--- src/rtl/div.sv ---
// rtl/div.sv - 32-bit signed/unsigned radix-2 restoring divider with start/ready handshake

module div (
    input  logic        clk,
    input  logic        rst,
    input  logic        signed_div_i,
    input  logic [31:0] opdata1_i,
    input  logic [31:0] opdata2_i,
    input  logic        start_i,
    input  logic        annul_i,
    output logic [63:0] result_o,
    output logic        ready_o
);

    typedef enum logic [1:0] {
        FREE   = 2'd0,
        BYZERO = 2'd1,
        ON     = 2'd2,
        END    = 2'd3
    } state_t;

    state_t      state;
    state_t      state_nxt;
    logic [5:0]  cnt;
    logic [31:0] rem;        // partial remainder
    logic [31:0] quot;       // dividend bits shift out, quotient bits shift in
    logic [31:0] divisor;    // divisor magnitude
    logic        neg_quot;   // dividend and divisor signs differed
    logic        neg_rem;    // dividend was negative

    logic        accept;
    logic [31:0] mag1;
    logic [31:0] mag2;
    logic [32:0] shifted;
    logic [32:0] diff;
    logic [31:0] quot_fix;
    logic [31:0] rem_fix;

    assign accept = start_i && !annul_i;

    // Operand magnitudes; unsigned mode passes the raw values through
    assign mag1 = (signed_div_i && opdata1_i[31]) ? (~opdata1_i + 32'd1) : opdata1_i;
    assign mag2 = (signed_div_i && opdata2_i[31]) ? (~opdata2_i + 32'd1) : opdata2_i;

    // One restoring step: bring the next dividend bit into the remainder and trial-subtract.
    // The 33-bit width keeps the borrow in bit 32 even when the shifted remainder exceeds 2^32.
    assign shifted = {rem, quot[31]};
    assign diff    = shifted - {1'b0, divisor};

    // Final sign correction; quotient truncates toward zero, remainder follows the dividend
    assign quot_fix = neg_quot ? (~quot + 32'd1) : quot;
    assign rem_fix  = neg_rem  ? (~rem + 32'd1)  : rem;

    // State register
    always_ff @(posedge clk or negedge rst) begin
        if (!rst) begin
            state <= FREE;
        end else begin
            state <= state_nxt;
        end
    end

    // Next-state logic; only annul_i aborts a running operation, start_i dropping does not
    always_comb begin
        state_nxt = state;
        case (state)
            FREE: begin
                if (accept) begin
                    state_nxt = (opdata2_i == 32'd0) ? BYZERO : ON;
                end
            end
            BYZERO: begin
                state_nxt = annul_i ? FREE : END;
            end
            ON: begin
                if (annul_i) begin
                    state_nxt = FREE;
                end else if (cnt == 6'd32) begin
                    state_nxt = END;
                end
            end
            END: begin
                // Leave only once the result has been presented and the requester let go
                if (ready_o && !start_i) begin
                    state_nxt = FREE;
                end
            end
            default: state_nxt = FREE;
        endcase
    end

    // Datapath: operand capture, iteration, fixup and result/ready registers
    always_ff @(posedge clk or negedge rst) begin
        if (!rst) begin
            cnt      <= 6'd0;
            rem      <= 32'd0;
            quot     <= 32'd0;
            divisor  <= 32'd0;
            neg_quot <= 1'b0;
            neg_rem  <= 1'b0;
            ready_o  <= 1'b0;
            result_o <= 64'h0;
        end else begin
            case (state)
                FREE: begin
                    ready_o  <= 1'b0;
                    result_o <= 64'h0;
                    if (accept) begin
                        cnt      <= 6'd0;
                        rem      <= 32'd0;
                        quot     <= mag1;
                        divisor  <= mag2;
                        neg_quot <= signed_div_i && (opdata1_i[31] ^ opdata2_i[31]);
                        neg_rem  <= signed_div_i && opdata1_i[31];
                    end
                end
                BYZERO: begin
                    ready_o  <= 1'b0;
                    result_o <= 64'h0;
                end
                ON: begin
                    if (annul_i) begin
                        ready_o  <= 1'b0;
                        result_o <= 64'h0;
                    end else if (cnt == 6'd32) begin
                        result_o <= {rem_fix, quot_fix};
                        ready_o  <= 1'b1;
                    end else begin
                        if (diff[32]) begin
                            rem  <= shifted[31:0];
                            quot <= {quot[30:0], 1'b0};
                        end else begin
                            rem  <= diff[31:0];
                            quot <= {quot[30:0], 1'b1};
                        end
                        cnt <= cnt + 6'd1;
                    end
                end
                END: begin
                    if (!ready_o) begin
                        // Divide-by-zero arrives here with ready still low; result is already zero
                        ready_o <= 1'b1;
                    end else if (!start_i) begin
                        ready_o  <= 1'b0;
                        result_o <= 64'h0;
                    end
                end
                default: begin
                    ready_o  <= 1'b0;
                    result_o <= 64'h0;
                end
            endcase
        end
    end

endmodule

--- config.mk ---
export PLATFORM = sky130hd
export DESIGN_NAME = div
export DESIGN_NICKNAME = d
export VERILOG_FILES = /design/src/rtl/div.sv
export SDC_FILE = /design/constraint.sdc
export NUM_CORES = 1
export LEC_CHECK = 0
export BUFFER_PORTS_ARGS = -buffer_cell sky130_fd_sc_hd__buf_4
export CORE_MARGIN = 2
export CORE_UTILIZATION = 58
export DETAILED_ROUTE_END_ITERATION = 10
export GPL_ROUTABILITY_DRIVEN = 0
export GPL_TIMING_DRIVEN = 0
export PLACE_DENSITY = 0.8
export SETUP_SLACK_MARGIN = 0.3
export SYNTH_ARGS = -nofsm -noshare
export SYNTH_HDL_FRONTEND = slang
export SYNTH_SLANG_ARGS = --single-unit
--- constraint.sdc ---
create_clock -name clk -period 8.25 [get_ports clk]
set_clock_uncertainty 0.1 [all_clocks]
set_input_delay 0.825 -clock clk [delete_from_list [all_inputs] [get_ports clk]]
set_output_delay 0.825 -clock clk [all_outputs]
set_load 0.005 [all_outputs]
==> impl_metrics.json, run 1 <==
{
  "synth_nets": 1446,
  "post_cts_buffers": 0,
  "cts_buffers": 17,
  "wirelength_um": 29680,
  "grt_max_degree": 98,
  "drtAntennaViolNets": 0,
  "post_dp_cell_area_mm2": 0.01245,
  "clk_latency_ns": 0.44,
  "ys_ff_latch": 171,
  "start_kind": "flop",
  "drc": 0,
  "grt_usage_pct": 29.68,
  "synth.avg_cell_area_um2": 8.334,
  "cts_buffer_depth": 2,
  "clock-root-buffer": "clkbuf_16",
  "antenna_found_initial": 0,
  "path_cells": "inv_1 > ha_1 > fa_1 > nand2b_1 > a21o_1 > a31oi_1 > a31oi_1 > a31o_2 > o21ai_1 > a221oi_1 > xnor2_2 > buf_4 > mux2i_1 > o21ai_0",
  "coreArea_mm2": 0.01877,
  "hold_class": "in -> async",
  "finalHoldViolCount": 0,
  "routed_via_density": 6.013,
  "critPathMaxStageDelay_ns": 0.51,
  "status": "complete, no violations",
  "syn_to_final_growth_pct": 17.39,
  "wl_per_cell_um": 17.11,
  "path_clk_slew_ns": 0.07,
  "ir_worst_vdd_mv": 0.2611,
  "cp.required_ns": 8.44,
  "maxSlewViolCount": 0,
  "grt_pass1_wl_um": 48180,
  "synth-async-reset-ratio_pct": 100.0,
  "nets": 1599,
  "period_needed_ns": 4.225,
  "start_util_pct": 59.28,
  "die_h_um": 142.5,
  "grt_pass1_vias": 9851,
  "worst_slew_pin_slew_ns": 0.8347,
  "leakagePower_nw": 5.899,
  "io_pins": 134,
  "synth_edf_count": 0,
  "post_cts_resized": 0,
  "critPathBufInv": 2,
  "synth_seq_area_share_pct": 38.46,
  "worstSetupPathType": "reg -> reg",
  "die_x_um": 142.5,
  "antennaDiodeCount": 0,
  "timing.final.crit_share_pct": 51.21,
  "arrival_ns": 4.41,
  "ys_dominant_reg_cell": "dfrtp_1",
  "final_area_mm2": 0.01306,
  "holdBufCountCts": 0,
  "syn-instance-count": 1335,
  "place.port_buffers": 133,
  "cp-end-kind": "flop",
  "setup_tns_ns": 0,
  "crit_fanout": 10,
  "rows": 50,
  "cts_tree": "yes",
  "max_freq_mhz": 236.7,
  "ys_warn_count": 0,
  "drtPass1Iterations": 5,
  "drt_iter0_markers": 828,
  "cpMostUsedCell": "a31oi_1",
  "cpMaxStageDelayCell": "xnor2_2",
  "post-dp-hpwl_um": 22380,
  "synth_area_mm2": 0.01113,
  "slew_headroom_pct": 43.84,
  "drive_gt1_share_pct": 12.72,
  "cap_viol_max_count": 0,
  "p_per_area_mw_per_mm2": 411.9,
  "rsz0062_at_grt": "no",
  "cp_top_family": "compound AO/OA/AOI/OAI gates",
  "die-area_mm2": 0.02031,
  "finalSetupViolCount": 0,
  "cts.sinks": 171,
  "htree_levels": 4,
  "ys_types": 65,
  "vias": 10432,
  "grt_overflow": 0
}
-- power breakdown --
group / total (W) / internal (W) / leakage [nW] / switching [W]
clock network: 0.000836 / 0.000488 / 0.303 / 0.000348
logic: 0.00300 / 0.00127 / 3.36 / 0.00173
registers: 0.00154 / 0.00118 / 2.24 / 0.000360
total: 0.00538 / 0.00294 / 5.90 / 0.00244
-- final timing paths --
kind,slack (ns),end,cells after the start,start
worst max register to register,4.03,rem[20]$_DFFE_PN0P_,14,quot[31]$_DFFE_PN0P_
worst max-delay path,4.03,rem[20]$_DFFE_PN0P_,14,quot[31]$_DFFE_PN0P_
min in group clk,0.38,result_o[45]$_DFFE_PN0P_,2,result_o[45]$_DFFE_PN0P_
max in group asynchronous,6.93,rem[16]$_DFFE_PN0P_,2,rst
worst min register to register,0.38,result_o[45]$_DFFE_PN0P_,2,result_o[45]$_DFFE_PN0P_
worst min-delay path,0.29,result_o[12]$_DFFE_PN0P_,1,rst
-- metal layers --
metal  global-route usage, %  up-vias  part of all wire, %
li1                        -     4962                    -
met1                   39.72     4943                   43
met2                   49.72      459                   48
met3                   4.071       68                  7.2
met4                   10.27        0                  2.2
met5                       0        -                    0
-- flip-flops by register name (all words and copies together), names as in the netlist --
register / cells
neg_rem: 1
cnt: 6
rem: 32
neg_quot: 1
divisor: 32
quot: 32
state: 2
ready_o: 1
result_o: 64
-- cell usage after synthesis (14+ instances only) --
master | number | area [um2]
nand2_1 | 236 | 885.9
o21ai_0 | 186 | 930.9
dfrtp_1 | 171 | 4279
a21oi_1 | 100 | 500.5
xor2_1 | 83 | 727.0
nor2_1 | 63 | 236.5
xnor2_1 | 63 | 551.8
clkbuf_1 | 59 | 221.5
inv_1 | 55 | 206.5
ha_1 | 41 | 513.0
o31ai_1 | 32 | 240.2
mux2i_1 | 28 | 280.3
nor3_1 | 23 | 115.1
or3_1 | 15 | 93.84
nand2b_1 | 14 | 87.58
-- cell usage in the layout (no fill, tap or decap), types with 7 or more instances in the layout --
cell         n
o31ai_1     32
xor2_1      83
or3_1       15
xnor2_1     63
ha_1        41
nand2_1    236
o221ai_1     7
o41ai_1      8
nand2b_1    14
inv_1       55
dfrtp_1    171
or4_1        8
clkbuf_16   17
nor2_1      63
a21oi_1    100
and2_1       8
mux2i_1     28
o21ai_0    186
nor4_1      10
nor3_1      23
clkbuf_1    60
a31oi_1      8
buf_4      134
nand3_1     11
nor2b_1      9
a21o_1      11
-- stage by stage --
stage                     utilization [%]  hold slack (ns)  setup WS [ns]  power (W)  cells
after floorplan                         -           0.3485          4.927   0.003580   1335
after global placement              66.16           0.3627          4.223   0.004385   1702
after detailed placement            66.35           0.3708          4.212   0.004477   1703
after CTS                           69.59           0.3390          4.157   0.005334   1735
after global routing                69.59           0.3760          3.930   0.005781   1735
final                               69.59           0.2943          4.025   0.005380   1735
-- cell type report --
type                    instances  area (um2)
plain buffers                  66       256.5
clock buffers                  19       442.9
clock inverters                13       165.2
fillers                      1543        5708
inverters                      55       206.4
multi-input cells            1043        6384
flip-flops and latches        171        4279
well taps                     234       292.8
repair buffers                134        1033
-- cells by family after synthesis --
kind of cell             count (synthesis)  synth area share, %
AO/OA/AOI/OAI                          397                20.93
multiplexers                            28                2.519
flip-flops                             171                38.46
adder cells (fa/ha/maj)                 42                4.791
buffers and inverters                  121                4.161
AND/OR/NAND/NOR                        429                17.50
XOR/XNOR                               147                11.64
(Power assumes the default switching activity.)
==> run 2, diff against run 1 <==
--- a/config.mk
+++ b/config.mk
@@ -7,11 +7,11 @@
 export LEC_CHECK = 0
 export BUFFER_PORTS_ARGS = -buffer_cell sky130_fd_sc_hd__buf_4
 export CORE_MARGIN = 2
-export CORE_UTILIZATION = 58
+export CORE_UTILIZATION = 54
 export DETAILED_ROUTE_END_ITERATION = 10
 export GPL_ROUTABILITY_DRIVEN = 0
 export GPL_TIMING_DRIVEN = 0
-export PLACE_DENSITY = 0.8
+export PLACE_DENSITY = 0.78
 export SETUP_SLACK_MARGIN = 0.3
 export SYNTH_ARGS = -nofsm -noshare
 export SYNTH_HDL_FRONTEND = slang
==> constraint.sdc (replaced) <==
create_clock -name clk -period 3.86 [get_ports clk]
set_clock_uncertainty 0.1 [all_clocks]
set_input_delay 0.386 -clock clk [delete_from_list [all_inputs] [get_ports clk]]
set_output_delay 0.386 -clock clk [all_outputs]
set_load 0.005 [all_outputs]
==> run 2 against run 1 <==
Against the previous run:
- hold slack got worse by 0.15 ns
- die area rose by 7.2%
- combinational power rose by 120%
==> impl_metrics.json, run 2 (synthesis results as in run 1) <==
{
  "drtPass1Iterations": 5,
  "maxSlewViolCount": 0,
  "vias": 10343,
  "hold_class": "in -> reg",
  "grt_usage_pct": 27.53,
  "cts_buffers": 17,
  "io_pins": 134,
  "post_dp_cell_area_mm2": 0.01250,
  "nets": 1609,
  "wirelength_um": 30140,
  "drc": 0,
  "cellInternalPower_w": 0.006391,
  "max_freq_mhz": 282.9,
  "switchingPower_w": 0.005346,
  "routed_via_density": 5.807,
  "rsz0062_at_grt": "no",
  "arrival_ns": 3.81,
  "drtAntennaViolNets": 0,
  "htree_levels": 4,
  "grt_max_degree": 91,
  "cp-end-kind": "flop",
  "top_register": "result_o",
  "num-fill-cells": 1677,
  "layout_common_cells": "nand2_1 (236), o21ai_0 (186), dfrtp_1 (170), buf_4 (142), a21oi_1 (100)",
  "p_sw_share_pct": 45.55,
  "timing.final.crit_share_pct": 91.58,
  "coreArea_mm2": 0.02023,
  "die-area_mm2": 0.02177,
  "final_common_cell": "nand2_1",
  "worst_slew_pin_slew_ns": 0.8229,
  "period_needed_ns": 3.535,
  "multi_input_area_mm2": 0.006462,
  "seqPwrFrac_pct": 28.2,
  "status": "complete, no violations",
  "cp.required_ns": 4.13,
  "p_clk_share_pct": 14.7,
  "slew_headroom_pct": 44.64,
  "finalSetupViolCount": 0,
  "rows": 52,
  "antenna_found_initial": 0,
  "hold_ws_ns": 0.1439,
  "final_area_mm2": 0.01325,
  "drt_iter0_markers": 792,
  "clock-root-buffer": "clkbuf_16",
  "grt_pass1_vias": 9905,
  "die_x_um": 147.5,
  "start_kind": "flop",
  "p_per_area_mw_per_mm2": 885.8,
  "crit_fanout": 6,
  "cts_buffer_depth": 2,
  "worstSetupPathType": "reg -> reg",
  "cts.sinks": 171,
  "post-dp-hpwl_um": 22720,
  "leakagePower_nw": 5.937,
  "start_util_pct": 54.98,
  "seq_area_mm2": 0.004280,
  "clk_latency_ns": 0.44,
  "antennaDiodeCount": 0,
  "wl_per_cell_um": 16.92,
  "finalHoldViolCount": 0,
  "comb_power_share_pct": 57.1,
  "drive_gt1_share_pct": 13.96,
  "grt_overflow": 0,
  "largest_reg_flops": 64,
  "ir_worst_vdd_mv": 0.3988,
  "syn_to_final_growth_pct": 19.10,
  "cap_viol_max_count": 0,
  "grt_pass1_wl_um": 48500,
  "path_clk_slew_ns": 0.07,
  "cts_tree": "yes",
  "place.port_buffers": 133,
  "die_h_um": 147.5
}
## run 2: cell count changes in the layout (fill, tap and decap cells not counted), moves of 2 or more
cell and change:
a31oi_1 -2, buf_4 +8, clkinv_4 -2, clkinvlp_4 +4
clkinv_2 -2, buf_6 +2, a31oi_4 +2
## run 2: repair_timing
| action | in CTS | in global routing |
|---|---|---|
| hold buffers | 1 | 0 |
| gates resized for setup | 12 | 8 |
| setup endpoints to repair | 33 | 33 |
| pin swaps | 4 | 5 |
| setup buffers | 5 | 4 |
| hold endpoints to repair | 81 | 0 |
## run 2: power groups by stage
stage / clock (W) / combinational (W) / sequential, W
6_report: 0.00173 / 0.00670 / 0.00331
5_1_grt: 0.00180 / 0.00741 / 0.00340
4_1_cts: 0.00173 / 0.00650 / 0.00328
3_5_place_dp: 0 / 0.00626 / 0.00331
3_3_place_gp: 0 / 0.00610 / 0.00327
2_1_floorplan: 0 / 0.00455 / 0.00310
## run 2: worst paths after layout
check,cells after the start,slack (ns),startpoint,end
min in group asynchronous,2,0.43,rst,result_o[12]$_DFFE_PN0P_
setup / recovery,15,0.33,quot[31]$_DFFE_PN0P_,rem[1]$_DFFE_PN0P_
setup reg to reg,15,0.33,quot[31]$_DFFE_PN0P_,rem[1]$_DFFE_PN0P_
max in group asynchronous,3,2.33,rst,rem[14]$_DFFE_PN0P_
hold reg to reg,2,0.38,divisor[31]$_DFFE_PN0P_,divisor[31]$_DFFE_PN0P_
hold / removal,3,0.14,opdata2_i[11],divisor[11]$_DFFE_PN0P_
## run 2: stage by stage
step | power [W] | util, % | cells | setup WS, ns | TNS [ns]
CTS | 0.01152 | 65.14 | 1777 | 0.3280 | 0
detailed placement | 0.009573 | 61.76 | 1739 | -0.2345 | -4.590
finish | 0.01174 | 65.48 | 1781 | 0.3250 | 0
global route | 0.01261 | 65.48 | 1781 | 0.2423 | 0
global placement | 0.009375 | 61.59 | 1738 | -0.2043 | -3.708
floorplan | 0.007651 | - | 1335 | 0.5368 | 0
## run 2: cell type report
cell class | instances | share of cell area (%)
Multi-Input combinational cell | 1043 | 48.77
Sequential cell | 171 | 32.30
Timing Repair Buffer | 144 | 8.385
Clock buffer | 20 | 3.371
Tap cell | 270 | 2.550
Buffer | 66 | 2.021
Inverter | 55 | 1.558
Clock inverter | 12 | 1.039
## run 2: worst max-delay path: stages, from the launching register on
cell	delay, ns
dfrtp_1	0.35
inv_2	0.08
ha_2	0.21
fa_2	0.35
nand2b_1	0.18
a21o_1	0.23
a31oi_4	0.19
a31oi_4	0.12
a31o_4	0.26
o21ai_4	0.18
a221oi_2	0.10
xnor2_2	0.39
buf_4	0.19
buf_4	0.14
mux2i_2	0.24
a22o_1	0.15
## run 2: layer usage
metal	part of all wire (%)	vias up	routed length, um	global-route usage [%]
li1	-	4969	-	-
met5	0	-	0	0
met2	48	424	14440	46.77
met3	6.8	59	2052	3.765
met4	2.1	0	634	8.606
met1	43	4891	13010	36.70
==> run 3, diff against run 2 <==
--- a/config.mk
+++ b/config.mk
@@ -6,12 +6,12 @@
 export NUM_CORES = 1
 export LEC_CHECK = 0
 export BUFFER_PORTS_ARGS = -buffer_cell sky130_fd_sc_hd__buf_4
-export CORE_MARGIN = 2
-export CORE_UTILIZATION = 54
+export CORE_MARGIN = 3
+export CORE_UTILIZATION = 58
 export DETAILED_ROUTE_END_ITERATION = 10
 export GPL_ROUTABILITY_DRIVEN = 0
 export GPL_TIMING_DRIVEN = 0
-export PLACE_DENSITY = 0.78
+export PLACE_DENSITY = 0.8
 export SETUP_SLACK_MARGIN = 0.3
 export SYNTH_ARGS = -nofsm -noshare
 export SYNTH_HDL_FRONTEND = slang
==> constraint.sdc (replaced) <==
create_clock -name clk -period 3.6 [get_ports clk]
set_clock_uncertainty 0.1 [all_clocks]
set_input_delay 0.36 -clock clk [delete_from_list [all_inputs] [get_ports clk]]
set_output_delay 0.36 -clock clk [all_outputs]
set_load 0.005 [all_outputs]
==> run 3 against run 2 <==
Against the previous run:
- non-clock buffer count rose by 12
- final area rose by 1.7%
- global-route usage rose by 0.99 points
- routed wire length rose by 0.97%
- sequential power rose by 6.6%
- clock power rose by 11%
- total power rose by 13%
- critical endpoint is now rem[14]$_DFFE_PN0P_
==> impl_metrics.json, run 3 (synthesis results as in run 1) <==
{
  "cp-end-kind": "flop",
  "cts_buffer_depth": 2,
  "nets": 1621,
  "setup_tns_ns": 0,
  "die_x_um": 144.5,
  "grt_pass1_wl_um": 47420,
  "finalSetupViolCount": 0,
  "wl_per_cell_um": 17.32,
  "path_clk_slew_ns": 0.07,
  "cts.sinks": 171,
  "comb_power_share_pct": 59.0,
  "top_register": "result_o",
  "hold_class": "in -> reg",
  "start_kind": "flop",
  "p_sw_share_pct": 44.71,
  "syn_to_final_growth_pct": 21.07,
  "worstSetupPathType": "reg -> reg",
  "drtPass1Iterations": 7,
  "post_dp_cell_area_mm2": 0.01245,
  "p_per_area_mw_per_mm2": 986.4,
  "vias": 10494,
  "grt_overflow": 0,
  "grt_usage_pct": 28.52,
  "drt_iter0_markers": 751,
  "place_ws_ns": -0.5016,
  "critPathLaunch": "divisor[0]$_DFFE_PN0P_",
  "reg2reg_slack_ns": 0.23,
  "max_freq_mhz": 296.9,
  "clock-root-buffer": "clkbuf_16",
  "antenna_found_initial": 0,
  "utilization_pct": 71.77,
  "status": "complete, no violations",
  "drtAntennaViolNets": 0,
  "io_pins": 134,
  "crit_fanout": 5,
  "reg2reg_from": "divisor[0]$_DFFE_PN0P_",
  "cp.required_ns": 3.82,
  "arrival_ns": 3.59,
  "slew_headroom_pct": 50.95,
  "place.port_buffers": 133,
  "cts_tree": "yes",
  "setup_ws_ns": 0.2317,
  "cellInternalPower_w": 0.007347,
  "start_util_pct": 59.28,
  "die_h_um": 144.5,
  "ir_worst_vdd_mv": 0.5179,
  "clk_latency_ns": 0.44,
  "switchingPower_w": 0.005940,
  "worst_slew_pin_slew_ns": 0.7290,
  "holdCritStartpoint": "opdata2_i[17]",
  "largest_reg_flops": 64,
  "final_common_cell": "nand2_1",
  "cap_viol_max_count": 0,
  "leakagePower_nw": 6.048,
  "antennaDiodeCount": 0,
  "maxSlewViolCount": 0,
  "period_needed_ns": 3.368,
  "htree_levels": 4,
  "routed_via_density": 5.973,
  "post-dp-hpwl_um": 22460,
  "rsz0062_at_grt": "yes",
  "cts_buffers": 17,
  "timing.final.crit_share_pct": 93.56,
  "grt_max_degree": 98,
  "die-area_mm2": 0.02088,
  "layout_common_cells": "nand2_1 (235), dfrtp_1 (169), o21ai_0 (167), buf_4 (148), a21oi_1 (98)",
  "drc": 0,
  "final_area_mm2": 0.01347,
  "finalHoldViolCount": 0,
  "grt_pass1_vias": 9815,
  "p_clk_share_pct": 14.4,
  "drive_gt1_share_pct": 15.56,
  "seqPwrFrac_pct": 26.6,
  "wirelength_um": 30430,
  "rows": 50,
  "total_power_w": 0.01329,
  "num-fill-cells": 1429,
  "coreArea_mm2": 0.01877
}
[run 3: final cells by class]
type,instances,area [um2],area share [%]
Tap cell,234,292.8,2.174
Clock inverter,12,162.7,1.208
Clock buffer,20,446.7,3.316
Buffer,66,290.3,2.155
Timing Repair Buffer,156,1236,9.177
Multi-Input combinational cell,1043,6554,48.65
Inverter,55,206.4,1.533
Sequential cell,171,4282,31.79
[run 3: per-stage QoR]
stage	cells	hold slack (ns)
finish	1757	0.1242
global route	1757	0.1368
CTS	1744	0.1075
detailed placement	1703	0.2642
global placement	1702	0.3624
floorplan	1335	-0.03559
[run 3: worst max-delay path, cell delays in order (launching register included)]
cell and delay [ns]:
dfrtp_1 0.43, ha_4 0.19, fa_2 0.39, nand2b_4 0.15, a21o_1 0.20, a31oi_4 0.18
a31oi_4 0.13, a31o_4 0.29, o21ai_4 0.20, a221oi_4 0.10, xnor2_2 0.15, buf_6 0.14
buf_6 0.12, or2_4 0.21, a32o_1 0.26
[run 3: final timing paths]
path                                            end  cells after the start
max                             rem[14]$_DFFE_PN0P_                     14
min                         divisor[17]$_DFFE_PN0P_                      3
max reg2reg                     rem[14]$_DFFE_PN0P_                     14
min reg2reg                result_o[12]$_DFFE_PN0P_                      2
max in group asynchronous       rem[17]$_DFFE_PN0P_                      3
min in group asynchronous  result_o[11]$_DFFE_PN0P_                      2
[run 3: metal layers]
metal	track usage, %	vias up	part of all wire, %
met1	37.32	4996	42
met2	48.57	438	48
met5	0	-	0
li1	-	4994	-
met3	4.960	66	7.2
met4	8.640	0	2.2
[run 3: repair_timing]
action | 4_1_cts | 5_1_grt
hold buffers | 1 | 0
gates resized for setup | 26 | 41
buffers inserted | 7 | 12
setup endpoints to repair | 33 | 32
hold endpoints to repair | 74 | 0
pin swaps | 7 | 14
cloned | 1 | 1
[run 3: power by group through the flow]
stage | Combinational, W | Sequential [W] | Clock (W)
3_3_place_gp | 0.00655 | 0.00350 | 0
4_1_cts | 0.00716 | 0.00351 | 0.00193
2_1_floorplan | 0.00488 | 0.00332 | 0
5_1_grt | 0.00854 | 0.00364 | 0.00201
6_report | 0.00784 | 0.00353 | 0.00192
3_5_place_dp | 0.00671 | 0.00354 | 0
